===== src/rtl/axis_step_scheduler.sv =====
// axis_step_scheduler: two-axis step/dir pulse generator, CPU or jog source.
// Optional soft position limits: define AXIS_STEP_SCHEDULER_LIMIT_EN.

module axis_step_axis #(
    parameter int DIV_W     = 24,
    parameter int PULSE_W   = 100,
    parameter int DIR_SETUP = 200,
    parameter int POS_W     = 16
`ifdef AXIS_STEP_SCHEDULER_LIMIT_EN
    ,
    parameter int POS_MIN   = -1000,
    parameter int POS_MAX   = 1000
`endif
) (
    input  logic             clock,
    input  logic             reset_n,
    input  logic             run,
    input  logic             dir,
    input  logic [DIV_W-1:0] period,
    output logic             pin_step,
    output logic             pin_dir,
    output logic [POS_W-1:0] pos,
    output logic             active
`ifdef AXIS_STEP_SCHEDULER_LIMIT_EN
    ,
    output logic             limit
`endif
);
    typedef enum logic [1:0] {
        S_IDLE,
        S_DIR_SETUP,
        S_STEP_HIGH,
        S_STEP_LOW
    } state_t;

    localparam logic [DIV_W-1:0] MIN_P   = DIV_W'(2 * PULSE_W);
    localparam logic [DIV_W-1:0] HI_LAST = DIV_W'(PULSE_W - 1);
    localparam logic [DIV_W-1:0] SU_LAST = DIV_W'(DIR_SETUP - 1);
    localparam logic [DIV_W-1:0] LOW_OFF = DIV_W'(PULSE_W + 1);

    state_t           state;
    logic [DIV_W-1:0] cnt;
    logic [DIV_W-1:0] low_last;
    logic [DIV_W-1:0] pe;
    logic [POS_W-1:0] pos_nxt;
    logic             same_dir;
    logic             want_step;
    logic             step_ok;

    assign pe       = (period < MIN_P) ? MIN_P : period;
    assign same_dir = (dir == pin_dir);
    assign pos_nxt  = pin_dir ? pos - POS_W'(1) : pos + POS_W'(1);
    assign active   = (state != S_IDLE);

`ifdef AXIS_STEP_SCHEDULER_LIMIT_EN
    logic signed [31:0] pos_s;
    assign pos_s   = {{(32 - POS_W){pos[POS_W-1]}}, pos};
    assign step_ok = pin_dir ? (pos_s - 32'sd1 >= POS_MIN)
                             : (pos_s + 32'sd1 <= POS_MAX);
`else
    assign step_ok = 1'b1;
`endif

    // Flag the cycles on which the FSM would start a new step pulse
    always_comb begin
        want_step = 1'b0;
        unique case (state)
            S_IDLE:      want_step = run && same_dir;
            S_DIR_SETUP: want_step = run && same_dir && cnt == SU_LAST;
            S_STEP_LOW:  want_step = run && same_dir && cnt == low_last;
            default:     want_step = 1'b0;
        endcase
    end

    // Step/direction FSM with registered pins and position
    always_ff @(posedge clock or negedge reset_n) begin
        if (!reset_n) begin
            state    <= S_IDLE;
            cnt      <= '0;
            low_last <= '0;
            pin_step <= 1'b0;
            pin_dir  <= 1'b0;
            pos      <= '0;
        end else begin
            unique case (state)
                S_IDLE: begin
                    cnt <= '0;
                    if (run && !same_dir) begin
                        state   <= S_DIR_SETUP;
                        pin_dir <= dir;
                    end else if (want_step && step_ok) begin
                        state    <= S_STEP_HIGH;
                        pin_step <= 1'b1;
                        pos      <= pos_nxt;
                    end
                end
                S_DIR_SETUP: begin
                    if (!run) begin
                        state <= S_IDLE;
                    end else if (!same_dir) begin
                        pin_dir <= dir;
                        cnt     <= '0;
                    end else if (cnt == SU_LAST) begin
                        cnt <= '0;
                        if (step_ok) begin
                            state    <= S_STEP_HIGH;
                            pin_step <= 1'b1;
                            pos      <= pos_nxt;
                        end else begin
                            state <= S_IDLE;
                        end
                    end else begin
                        cnt <= cnt + 1'b1;
                    end
                end
                S_STEP_HIGH: begin
                    if (cnt == HI_LAST) begin
                        state    <= S_STEP_LOW;
                        pin_step <= 1'b0;
                        cnt      <= '0;
                        low_last <= pe - LOW_OFF;
                    end else begin
                        cnt <= cnt + 1'b1;
                    end
                end
                S_STEP_LOW: begin
                    if (!run && cnt >= HI_LAST) begin
                        state <= S_IDLE;
                    end else if (cnt == low_last) begin
                        cnt <= '0;
                        if (!same_dir) begin
                            state   <= S_DIR_SETUP;
                            pin_dir <= dir;
                        end else if (step_ok) begin
                            state    <= S_STEP_HIGH;
                            pin_step <= 1'b1;
                            pos      <= pos_nxt;
                        end else begin
                            state <= S_IDLE;
                        end
                    end else begin
                        cnt <= cnt + 1'b1;
                    end
                end
            endcase
        end
    end

`ifdef AXIS_STEP_SCHEDULER_LIMIT_EN
    // Hold the limit flag while a step in the requested direction is refused
    always_ff @(posedge clock or negedge reset_n) begin
        if (!reset_n) begin
            limit <= 1'b0;
        end else if (state == S_IDLE || want_step) begin
            limit <= want_step && !step_ok;
        end
    end
`endif
endmodule

module axis_step_scheduler #(
    parameter int DIV_W         = 24,
    parameter int PULSE_W       = 100,
    parameter int DIR_SETUP     = 200,
    parameter int MANUAL_PERIOD = 500000,
    parameter int POS_W         = 16
`ifdef AXIS_STEP_SCHEDULER_LIMIT_EN
    ,
    parameter int POS_MIN       = -1000,
    parameter int POS_MAX       = 1000
`endif
) (
    input  logic             clock,
    input  logic             reset_n,
    input  logic             manual_en,
    input  logic             btn_left,
    input  logic             btn_right,
    input  logic             btn_up,
    input  logic             btn_down,
    input  logic [31:0]      x_speed,
    input  logic [31:0]      y_speed,
    input  logic [31:0]      x_dir,
    input  logic [31:0]      y_dir,
    output logic             pin_x_step,
    output logic             pin_x_dir,
    output logic             pin_y_step,
    output logic             pin_y_dir,
    output logic [POS_W-1:0] x_pos,
    output logic [POS_W-1:0] y_pos,
    output logic             busy,
    output logic             source
`ifdef AXIS_STEP_SCHEDULER_LIMIT_EN
    ,
    output logic             x_limit,
    output logic             y_limit
`endif
);
    localparam logic [DIV_W-1:0] MAN_P = DIV_W'(MANUAL_PERIOD);

    logic [4:0]       sync1;
    logic [4:0]       sync2;
    logic             man_s;
    logic             left_s;
    logic             right_s;
    logic             up_s;
    logic             down_s;
    logic             x_run_c;
    logic             y_run_c;
    logic             x_dir_c;
    logic             y_dir_c;
    logic [DIV_W-1:0] x_per_c;
    logic [DIV_W-1:0] y_per_c;
    logic             x_run_q;
    logic             y_run_q;
    logic             x_dir_q;
    logic             y_dir_q;
    logic [DIV_W-1:0] x_per_q;
    logic [DIV_W-1:0] y_per_q;
    logic             x_act;
    logic             y_act;
    logic             unused_bits;

    assign {man_s, left_s, right_s, up_s, down_s} = sync2;
    assign unused_bits = ^{x_speed[31:DIV_W], y_speed[31:DIV_W],
                           x_dir[31:1], y_dir[31:1]};

    // Two-flop synchronizers for the mode switch and jog buttons
    always_ff @(posedge clock or negedge reset_n) begin
        if (!reset_n) begin
            sync1 <= '0;
            sync2 <= '0;
        end else begin
            sync1 <= {manual_en, btn_left, btn_right, btn_up, btn_down};
            sync2 <= sync1;
        end
    end

    // Pick each axis request from the active source
    always_comb begin
        x_run_c = 1'b0;
        y_run_c = 1'b0;
        x_dir_c = 1'b0;
        y_dir_c = 1'b0;
        x_per_c = '0;
        y_per_c = '0;
        if (source) begin
            x_run_c = left_s ^ right_s;
            x_dir_c = left_s;
            x_per_c = MAN_P;
            y_run_c = up_s ^ down_s;
            y_dir_c = up_s;
            y_per_c = MAN_P;
        end else begin
            x_per_c = x_speed[DIV_W-1:0];
            x_run_c = |x_per_c;
            x_dir_c = x_dir[0];
            y_per_c = y_speed[DIV_W-1:0];
            y_run_c = |y_per_c;
            y_dir_c = y_dir[0];
        end
    end

    // Register requests so the axis FSMs see a clean, one-cycle-late view
    always_ff @(posedge clock or negedge reset_n) begin
        if (!reset_n) begin
            x_run_q <= 1'b0;
            y_run_q <= 1'b0;
            x_dir_q <= 1'b0;
            y_dir_q <= 1'b0;
            x_per_q <= '0;
            y_per_q <= '0;
        end else begin
            x_run_q <= x_run_c;
            y_run_q <= y_run_c;
            x_dir_q <= x_dir_c;
            y_dir_q <= y_dir_c;
            x_per_q <= x_per_c;
            y_per_q <= y_per_c;
        end
    end

    // Switch source only with both axes idle so no move is cut short
    always_ff @(posedge clock or negedge reset_n) begin
        if (!reset_n) begin
            source <= 1'b0;
            busy   <= 1'b0;
        end else begin
            if (!x_act && !y_act) begin
                source <= man_s;
            end
            busy <= x_act | y_act;
        end
    end

    axis_step_axis #(
        .DIV_W     (DIV_W),
        .PULSE_W   (PULSE_W),
        .DIR_SETUP (DIR_SETUP),
        .POS_W     (POS_W)
`ifdef AXIS_STEP_SCHEDULER_LIMIT_EN
        ,
        .POS_MIN   (POS_MIN),
        .POS_MAX   (POS_MAX)
`endif
    ) u_x (
        .clock    (clock),
        .reset_n  (reset_n),
        .run      (x_run_q),
        .dir      (x_dir_q),
        .period   (x_per_q),
        .pin_step (pin_x_step),
        .pin_dir  (pin_x_dir),
        .pos      (x_pos),
        .active   (x_act)
`ifdef AXIS_STEP_SCHEDULER_LIMIT_EN
        ,
        .limit    (x_limit)
`endif
    );

    axis_step_axis #(
        .DIV_W     (DIV_W),
        .PULSE_W   (PULSE_W),
        .DIR_SETUP (DIR_SETUP),
        .POS_W     (POS_W)
`ifdef AXIS_STEP_SCHEDULER_LIMIT_EN
        ,
        .POS_MIN   (POS_MIN),
        .POS_MAX   (POS_MAX)
`endif
    ) u_y (
        .clock    (clock),
        .reset_n  (reset_n),
        .run      (y_run_q),
        .dir      (y_dir_q),
        .period   (y_per_q),
        .pin_step (pin_y_step),
        .pin_dir  (pin_y_dir),
        .pos      (y_pos),
        .active   (y_act)
`ifdef AXIS_STEP_SCHEDULER_LIMIT_EN
        ,
        .limit    (y_limit)
`endif
    );
endmodule


===== config.mk =====
export PLATFORM = sky130hd
export DESIGN_NAME = axis_step_scheduler
export DESIGN_NICKNAME = d
export VERILOG_FILES = /design/src/rtl/axis_step_scheduler.sv
export SDC_FILE = /design/constraint.sdc
export NUM_CORES = 1
export LEC_CHECK = 0
export CORE_UTILIZATION = 50
export CTS_CLUSTER_DIAMETER = 60
export DETAILED_ROUTE_END_ITERATION = 12
export PLACE_DENSITY = 0.75
export SLEW_MARGIN = 20
export SYNTH_ARGS = -nofsm -noshare
export SYNTH_HDL_FRONTEND = slang
export SYNTH_HIERARCHICAL = 1
export SYNTH_SLANG_ARGS = --single-unit

===== constraint.sdc =====
create_clock -name clock -period 3.1 [get_ports clock]
set_clock_uncertainty 0.2 [all_clocks]
set_input_delay 0.93 -clock clock [delete_from_list [all_inputs] [get_ports clock]]
set_output_delay 0.93 -clock clock [all_outputs]
set_load 0.05 [all_outputs]

==> key figures <==
Floorplan
  – I/O Pins: 173
  – Chip width: 153 um
  – Die ar.: 23300 um^2
  – Core Area: 22000 um^2
  – Die Height: 153 um
  – Std-Cell Rows: 54
  – Starting density of the core: 0.516

Synth
  – Synth Warn #: 6
  – Syn Inst Count: 1188
  – Netlist Area Pre-Place: 11400 um^2
  – Post-synth ARST share: 1.00
  – Netlist cell types: 81
  – Post-synthesis sequential area ratio: 0.440
  – Post-synth EDFFs: 0
  – Yosys reg bits: 200
  – Mean post-synth cell area: 9.57 um^2
  – Ys flop type: dfrtp_1
  – Mapped Nets: 1357

Setup path
  – Crit path launch type: flip-flop
  – WP buf/inv: 0
  – CP Class: flip-flop to flip-flop
  – Worst path cell trace: or3_1 > nor3_2 > and3_4 > nand2b_4 > ha_4 > nand2b_4 > a21oi_2 > a311oi_2 > nand3_2 > nor4_2 > xnor2_1 > o21ai_0
  – CP delay by family, top: simple AND/OR/NAND/NOR gates
  – Worst path slowest cell: or3_1
  – Most frequent CP cell: nand2b_4
  – CP endpoint kind: flip-flop
  – Worst path max stage delay: 430 ps
  – Worst Path Arrival: 3130 ps
  – Crit-path max FO: 4
  – CP required: 3200 ps

Timing
  – Final Hold Viols: 0
  – Post-layout min period: 3040 ps
  – Slew HR: 0.504
  – Max Clk Rate: 329 MHz
  – Final setup fails: 0
  – Worst-Margin Slew: 725 ps
  – Pins Over Slew Limit: 0
  – Unrepaired setup endpoints after global routing: true
  – Part of the cycle the worst path needs: 0.980

Global route
  – Antenna violations before repair: 0
  – First-pass GRT wire length: 40700 um
  – Largest net degree at the start of global routing: 62
  – Vias in the first global route: 8542
  – Total Routing Usage GR: 0.213
  – Total global routing overflow: 0

Placement
  – HPWL after DPL: 18000 um
  – Cell Area, Placed: 13000 um^2
  – Routability cong.: 0.906
  – I/O Buffers: 94

Routing
  – Post-route ant nets: 0
  – # DRC: 6
  – Vias per inst: 5.65
  – DRT iter0 DRCs: 476
  – Post-Route WL: 24600 um
  – Via count: 9158
  – First-pass DRT Iterations: 12
  – Routed length per instance: 15.1 um

Status
  – Failing checks: DRC
  – Status: finished, violations left

Finish
  – Layout Nets: 1499
  – Fillers: 1827
  – Share of layout cells above drive strength 1: 0.154
  – Ant. Diodes: 0
  – Design Area, Final: 13900 um^2
  – Area grow syn2layout: 22.0%
  – Util after Layout: 0.630

Power
  – LEAKAGE: 6.05 nW
  – Total power: 12.9 mW
  – P per Cell Area: 931 nW/um^2
  – Worst VDD drop: 0.481 mV

Clock tree
  – Htree depth: 4
  – Clock sink count: 200
  – Worst-Skew Late Latency: 430 ps
  – Clock buffer count from CTS: 17
  – Root buffer cell: clkbuf_16
  – CTS max path bufs: 2
  – Clock transition at path regs: 80 ps
  – CTS tree: built

Flow run
  – Max_cap viols: 0

Min path
  – Tightest Hold Check Type: flip-flop to flip-flop
[synthesized netlist by cell type, drive strengths merged, types with 4 or more instances]
master,count,area share
nand2b,14,0.0077
clkbuf,29,0.0097
o211ai,7,0.0051
o41ai,4,0.0031
dfrtp,200,0.44
o21ai,99,0.044
nand2,128,0.042
a21oi,47,0.021
o311ai,6,0.0075
o31ai,15,0.0099
nand4,19,0.010
nand3,38,0.017
nor2,72,0.024
a22o,7,0.0054
and4,6,0.0046
and3,13,0.0072
xnor2,56,0.043
and2,10,0.0055
ha,32,0.035
a2bb2oi,4,0.0031
a2111oi,6,0.0079
a21o,13,0.0086
a21boi,5,0.0033
nor3,27,0.014
or3,10,0.0059
mux2,20,0.020
nor4,42,0.027
inv,28,0.0092
buf,19,0.011
or2,27,0.015
nand4b,6,0.0046
o22ai,4,0.0022
nor2b,46,0.025
xor2,76,0.059
a311oi,4,0.0031
a211oi,8,0.0053
or4,4,0.0030
[where the power goes]
part / switching [mW] / internal (mW)
combinational: 4.03 / 3.04
sequential: 0.555 / 3.10
clock: 1.04 / 1.16
[flip-flops by register name, indices dropped and copies added (netlist names), 2 cells and up]
name	flops
y_per_q	24
u_y/pos	16
x_per_q	24
u_y/cnt	24
u_x/cnt	24
u_y/low_last	24
sync1	5
u_x/pos	16
u_y/state	2
sync2	5
u_x/state	2
u_x/low_last	24
[area by class of cell]
| type | instances | area, um^2 | share of cell area |
|---|---|---|---|
| clock buffer | 19 | 443 | 0.0319 |
| tap | 280 | 350 | 0.0252 |
| clock inverter | 12 | 130 | 0.00938 |
| inverter | 28 | 105 | 0.00757 |
| multi-input combinational | 912 | 6270 | 0.452 |
| timing repair buffer | 171 | 1570 | 0.113 |
| sequential | 200 | 5010 | 0.361 |
[layout by cell type, fill, tap and decap left out, drive strengths merged, types with 42 or more instances in the layout]
master / netlist / layout
o21ai: 99 / 99
nor2: 72 / 72
nor4: 42 / 42
nor2b: 46 / 46
nand2: 128 / 128
clkdlybuf4s50: 0 / 90
xor2: 76 / 76
a21oi: 47 / 47
dfrtp: 200 / 200
buf: 19 / 78
xnor2: 56 / 56
[path summary, 6_finish.rpt]
| path | depth (start not counted) | slack [ps] | startpoint | to |
|---|---|---|---|---|
| setup / recovery | 12 | 60 | y_per_q[12]$_DFF_PN0_ | u_y/low_last[20]$_DFFE_PN0P_ |
| hold / removal | 0 | 150 | sync1[4]$_DFF_PN0_ | sync2[4]$_DFF_PN0_ |
| setup reg to reg | 12 | 60 | y_per_q[12]$_DFF_PN0_ | u_y/low_last[20]$_DFFE_PN0P_ |
| hold reg to reg | 0 | 150 | sync1[4]$_DFF_PN0_ | sync2[4]$_DFF_PN0_ |
| max in group asynchronous | 2 | 1800 | reset_n | u_y/low_last[15]$_DFFE_PN0P_ |
| min in group asynchronous | 1 | 230 | reset_n | u_y/pos[10]$_DFFE_PN0P_ |
[worst register-to-register path, delay by kind of cell, from the launching register on]
| family | cells | cell delay, ps |
|---|---|---|
| XOR/XNOR | 1 | 180 |
| flip-flops | 1 | 420 |
| AND/OR/NAND/NOR | 7 | 1550 |
| AO/OA/AOI/OAI | 3 | 430 |
| adder cells (fa/ha/maj) | 1 | 130 |
[metrics by stage]
stage	TNS (ps)	hold slack, ps	cells	worst slack [ps]
floorplan	-33.8	131	1188	-33.8
global placement	0	132	1581	21.1
detailed placement	-249	135	1581	-58.1
CTS	0	151	1615	1.90
global route	-298	155	1622	-74.0
finish	0	151	1622	63.1
[cells by family after synthesis]
| kind of cell | after synthesis | share of synthesized area |
|---|---|---|
| and+or+nand+nor | 469 | 0.219 |
| buffers and inverters | 76 | 0.0304 |
| adders and majority gates | 34 | 0.0387 |
| xor gates and xnor gates | 132 | 0.102 |
| AOI/OAI and AO/OA | 254 | 0.147 |
| muxes | 23 | 0.0225 |
| DFF | 200 | 0.440 |
[routing by layer]
layer  up-vias  wire length, um  track usage
met3        26              901       0.0316
met4         0              318       0.0620
met2       201            11700        0.344
met1      4412            11700        0.298
met5         -                0            0
li1       4519                -            -
[repair_timing]
item,CTS,global route
setup buffers,3,7
setup endpoints to repair,11,19
hold buffers,0,0
cloned,0,0
pin swaps,9,14
gates resized for setup,16,36
Note: power is estimated with default switching activity, not from simulation.
